### src/rtl/id_ex_stage.sv
// ============================================================================
// id_ex_stage : ID/EX pipeline register with pending-write scoreboard,
//               RAW/WAW stall and same-cycle writeback bypass.
// Revision    : 1.0
// ============================================================================
`default_nettype none

module id_ex_stage #(
    parameter int DATA_W    = 32,
    parameter int CTRL_W    = 16,
    parameter int PC_REG    = 15,
    parameter int PC_OFFSET = 8
) (
    input  logic              clk,
    input  logic              rst_n,
    input  logic              id_valid,
    output logic              id_ready,
    input  logic [3:0]        id_rs1,
    input  logic              id_rs1_used,
    input  logic [3:0]        id_rs2,
    input  logic              id_rs2_used,
    input  logic [3:0]        id_rd,
    input  logic              id_rd_we,
    input  logic [DATA_W-1:0] id_pc,
    input  logic [CTRL_W-1:0] id_ctrl,
    input  logic [DATA_W-1:0] rf_rd1,
    input  logic [DATA_W-1:0] rf_rd2,
    input  logic              wb_valid,
    input  logic [3:0]        wb_rd,
    input  logic [DATA_W-1:0] wb_data,
    input  logic              flush,
    output logic              ex_valid,
    input  logic              ex_ready,
    output logic [DATA_W-1:0] ex_op1,
    output logic [DATA_W-1:0] ex_op2,
    output logic [3:0]        ex_rd,
    output logic              ex_rd_we,
    output logic [DATA_W-1:0] ex_pc,
    output logic [CTRL_W-1:0] ex_ctrl,
    output logic [15:0]       busy
);

    localparam logic [3:0]        c_PC_IDX = 4'(PC_REG);
    localparam logic [DATA_W-1:0] c_PC_OFF = DATA_W'(PC_OFFSET);

    logic              ex_valid_q, ex_valid_d;
    logic [DATA_W-1:0] ex_op1_q, ex_op1_d;
    logic [DATA_W-1:0] ex_op2_q, ex_op2_d;
    logic [3:0]        ex_rd_q, ex_rd_d;
    logic              ex_rd_we_q, ex_rd_we_d;
    logic [DATA_W-1:0] ex_pc_q, ex_pc_d;
    logic [CTRL_W-1:0] ex_ctrl_q, ex_ctrl_d;
    logic [15:0]       busy_q, busy_d;

    logic w_byp1, w_byp2, w_byprd;
    logic w_haz1, w_haz2, w_waw, w_hazard;
    logic w_fire;
    logic [DATA_W-1:0] w_op1, w_op2;

    // The register file commits on the edge, so a same-cycle writeback both
    // supplies the operand and resolves the hazard on that register.
    assign w_byp1  = wb_valid && (wb_rd == id_rs1);
    assign w_byp2  = wb_valid && (wb_rd == id_rs2);
    assign w_byprd = wb_valid && (wb_rd == id_rd);

    assign w_haz1   = id_rs1_used && (id_rs1 != c_PC_IDX) && busy_q[id_rs1] && !w_byp1;
    assign w_haz2   = id_rs2_used && (id_rs2 != c_PC_IDX) && busy_q[id_rs2] && !w_byp2;
    assign w_waw    = id_rd_we && (id_rd != c_PC_IDX) && busy_q[id_rd] && !w_byprd;
    assign w_hazard = w_haz1 || w_haz2 || w_waw;

    assign id_ready = !w_hazard && !flush && (!ex_valid_q || ex_ready);
    assign w_fire   = id_valid && id_ready;

    assign w_op1 = (id_rs1 == c_PC_IDX) ? (id_pc + c_PC_OFF) :
                   w_byp1               ? wb_data : rf_rd1;
    assign w_op2 = (id_rs2 == c_PC_IDX) ? (id_pc + c_PC_OFF) :
                   w_byp2               ? wb_data : rf_rd2;

    always_comb begin
        ex_valid_d = ex_valid_q;
        ex_op1_d   = ex_op1_q;
        ex_op2_d   = ex_op2_q;
        ex_rd_d    = ex_rd_q;
        ex_rd_we_d = ex_rd_we_q;
        ex_pc_d    = ex_pc_q;
        ex_ctrl_d  = ex_ctrl_q;
        if (w_fire) begin
            ex_valid_d = 1'b1;
            ex_op1_d   = w_op1;
            ex_op2_d   = w_op2;
            ex_rd_d    = id_rd;
            ex_rd_we_d = id_rd_we;
            ex_pc_d    = id_pc;
            ex_ctrl_d  = id_ctrl;
        end else if (flush || ex_ready) begin
            ex_valid_d = 1'b0;
        end
    end

    // Clears first, then the issue set, so a set beats a same-index clear.
    always_comb begin
        busy_d = busy_q;
        if (wb_valid && (wb_rd != c_PC_IDX))
            busy_d[wb_rd] = 1'b0;
        if (flush && ex_valid_q && ex_rd_we_q && (ex_rd_q != c_PC_IDX))
            busy_d[ex_rd_q] = 1'b0;
        if (w_fire && id_rd_we && (id_rd != c_PC_IDX))
            busy_d[id_rd] = 1'b1;
    end

    always_ff @(posedge clk or negedge rst_n) begin
        if (!rst_n) begin
            ex_valid_q <= 1'b0;
            ex_op1_q   <= '0;
            ex_op2_q   <= '0;
            ex_rd_q    <= '0;
            ex_rd_we_q <= 1'b0;
            ex_pc_q    <= '0;
            ex_ctrl_q  <= '0;
            busy_q     <= '0;
        end else begin
            ex_valid_q <= ex_valid_d;
            ex_op1_q   <= ex_op1_d;
            ex_op2_q   <= ex_op2_d;
            ex_rd_q    <= ex_rd_d;
            ex_rd_we_q <= ex_rd_we_d;
            ex_pc_q    <= ex_pc_d;
            ex_ctrl_q  <= ex_ctrl_d;
            busy_q     <= busy_d;
        end
    end

    assign ex_valid = ex_valid_q;
    assign ex_op1   = ex_op1_q;
    assign ex_op2   = ex_op2_q;
    assign ex_rd    = ex_rd_q;
    assign ex_rd_we = ex_rd_we_q;
    assign ex_pc    = ex_pc_q;
    assign ex_ctrl  = ex_ctrl_q;
    assign busy     = busy_q;

endmodule

`default_nettype wire

### config.mk
export PLATFORM = sky130hd
export DESIGN_NAME = id_ex_stage
export DESIGN_NICKNAME = d
export VERILOG_FILES = /design/src/rtl/id_ex_stage.sv
export SDC_FILE = /design/constraint.sdc
export NUM_CORES = 1
export LEC_CHECK = 0
export BUFFER_PORTS_ARGS = -buffer_cell sky130_fd_sc_hd__clkbuf_2
export CAP_MARGIN = 10
export CORE_MARGIN = 8
export CORE_UTILIZATION = 45
export DETAILED_ROUTE_END_ITERATION = 12
export PLACE_DENSITY = 0.78
export SETUP_SLACK_MARGIN = 0.4
export SYNTH_ARGS = -nofsm -noshare
export SYNTH_HDL_FRONTEND = slang
export SYNTH_SLANG_ARGS = --single-unit
export TNS_END_PERCENT = 20
### constraint.sdc
create_clock -name clk -period 2.2 [get_ports clk]
set_input_delay 0.11 -clock clk [delete_from_list [all_inputs] [get_ports clk]]
set_output_delay 0.11 -clock clk [all_outputs]
set_load 0.005 [all_outputs]
==> flow_summary.toml <==
[synth]
netlist.area_leader.share = 0.429
synth.avg_cell_area_um2 = 12.2
netlist_area_um2 = 7820
yosys.cell_types.count = 39
yosys_warnings = 0
synthTopCellsByCount = "dfrtp_1, mux2i_1, mux2_2, mux2_4, nor2_1"
async_flop_share = 1.00
synth_edf_count = 0
synth_flop_cell = "dfrtp_1"
synth.largest_area_cell = "dfrtp_1"
ys_seq_area_frac = 0.429
synth_nets = 812
yosysMostFrequentCell = "dfrtp_1"
synth_area_leaders = "dfrtp_1, mux2i_1, mux2_2"
synth_cells = 642
synth_seq_cells = 134

[critical_path]
crit_slowest_cell = "mux4_2"
required_ns = 2.09
crit_path_max_incr_delay_ns = 0.52
worstRegToRegCells = 12
critPathArrivalTime_ns = 2.54
r2r_slack_ns = -0.42
end_kind = "output pin"
worstSetupPathType = "flip-flop to output pin"
cp-start-kind = "flip-flop"
crit_fanout = 5
cp_top_family = "multiplexers"
crit_start = "busy[3]"
r2r_start = "busy[3]"
crit_buf_inv = 4
timing.rr.end = "busy[8]"
cpMostUsedCell = "buf_6"
crit_chain = "mux4_2, mux2i_2, mux2i_1, a2bb2oi_2, buf_4, nand2_4, buf_6, buf_6, nor3_2, buf_2"

[worst_hold_path]
hp-class = "input pin to flip-flop"
hold_depth = 2
min-delay-start = "id_pc[14]"
min_to = "ex_pc[14]"

[floorplan]
dieWidth_um = 148
dieArea_um2 = 21900
core_um2 = 17100
io_pins = 304
dieHeight_um = 148
start_util = 0.457
row_count = 48

[power_and_ir_drop]
combPwrFrac = 0.309
ir_drop_mv = 0.513
p_per_area_nw_per_um2 = 825
p_int_mw = 6.66
p_leak_nw = 6.01
swShare = 0.304
pwr-share-clk = 0.319
seqPwrFrac = 0.372
p_switching_mw = 2.91
total_power_mw = 9.57

[final_layout]
layout-drive-gt1-share = 0.542
fin_cells = 1287
regArea_um2 = 3350
multi_input_area_um2 = 4420
diodes = 0
num-nets-final = 1219
fill_cells = 1262
syn_to_final_growth_pct = 48.4
final_area_um2 = 11600

[timing]
fin_crit_sh = 1.21
hold_slack_ns = 0.0322
layout_min_cycle_time_ns = 2.65
setup_tns_ns = -45.70
setup_viol = 133
slew_headroom = 0.547
finClkSkew_ns = 0.0112
worst_pin_slew_ns = 0.680
fin_ws_ns = -0.454
slew_viol_final = 0
rsz0062_at_grt = "yes"
hold_violations = 0
clock.fmax_ghz = 0.377

[routing]
vias_per_cell = 5.56
ant_nets = 0
drc_errors = 0
wl_per_cell_um = 22.0
routed_wirelength_um = 28300
vias = 7161
firstDrtPassIters = 4
drtIter0Drc = 424

[cts]
cts_root_buf = "clkbuf_16"
cts_buffers = 17
htree_levels = 4
clockBufferDepth = 2
cts.clk_slew.worst_paths_ns = 0.06
cts_tree = "done"
cts_sinks = 134
insertion_delay_ns = 0.42

[status]
status = "finished, violations left"
violations = "negative setup slack"

[global_route]
antenna_found_initial = 0
grt_usage = 0.253
grt_pass1_wl_um = 43500
overflow = 0
grt_pass1_vias = 7895
grt_max_degree = 68

[place]
dpl.hpwl_um = 20900
routabilityCongestion = 0.962
portBuffers = 303
place_area_um2 = 10000
dp.cells = 1194

[job]
max_cap_violations = 0
-- per-stage QoR --
stage,utilization,worst slack (ns)
5_1_grt,0.678,-0.543
2_1_floorplan,-,-0.0431
6_report,0.678,-0.454
3_3_place_gp,0.584,-0.185
3_5_place_dp,0.584,-0.231
4_1_cts,0.665,-0.410
-- cell usage in the layout (no fill, tap or decap), drive strengths merged, types with 3 or more instances in the layout --
master,instances
nor2,27
nor4,5
o221ai,15
nand3b,4
a21oi,22
mux2i,112
nand2b,5
and3,9
o31ai,3
dfrtp,134
xor2,23
nand4,14
buf,82
xnor2,16
bufinv,3
clkbuf,324
mux4,12
nor3,8
o41ai,12
dlygate4sd3,43
nand3,19
inv,12
or3,4
nand2,16
mux2,117
-- power groups by stage --
stage	Sequential, mW	Combinational, mW	Clock (mW)
finish	3.56	2.96	3.05
floorplan	3.55	1.18	0
CTS	3.55	2.88	3.10
detailed placement	3.58	2.67	0
global route	3.64	3.17	3.21
global placement	3.55	2.62	0
-- cell type report --
class                      count  share of cell area
clock inverter                14              0.0163
sequential                   134               0.289
multi-input combinational    459               0.381
inverter                       5             0.00162
timing repair buffer         432               0.250
tap                          225              0.0243
clock buffer                  18              0.0378
-- kinds of logic after synthesis --
kind of cell             after synthesis  synth area share
AO/OA/AOI/OAI                         57            0.0530
XOR/XNOR                              39            0.0437
adder cells (fa/ha/maj)                1           0.00160
buffers and inverters                 49            0.0304
flip-flops                           134             0.429
multiplexers                         241             0.361
AND/OR/NAND/NOR                      121            0.0818
-- metal layers --
| layer | routed length (um) | global-route usage |
|---|---|---|
| met5 | 0 | 0 |
| met3 | 2000 | 0.0569 |
| met1 | 11300 | 0.305 |
| met4 | 916 | 0.116 |
| met2 | 14100 | 0.422 |
-- flip-flops by register name (all words and copies together), names as in the netlist --
signal	cells
ex_rd	4
ex_op1	32
ex_op2	32
ex_rd_we	1
ex_ctrl	16
ex_valid	1
ex_pc	32
busy	16
-- worst max path at each step --
stage | cells past startpoint | end | slack [ns]
final | 10 | id_ready | -0.45
after global routing | 10 | id_ready | -0.54
after CTS | 11 | id_ready | -0.41
after detailed placement | 9 | ex_ctrl[7] | -0.23
after global placement | 8 | ex_ctrl[15] | -0.18
after floorplan | 8 | ex_op2[0] | -0.04
-- what timing repair did --
item | 4_1_cts | 5_1_grt
buffers inserted | 11 | 0
hold buffers | 43 | 0
gates cloned | 2 | 5
resized for setup | 33 | 17
pin swaps | 12 | 2
setup endpoints to repair | 134 | 134
endpoints found under the hold margin | 105 | 0
Power figures use the tool's default switching activity.
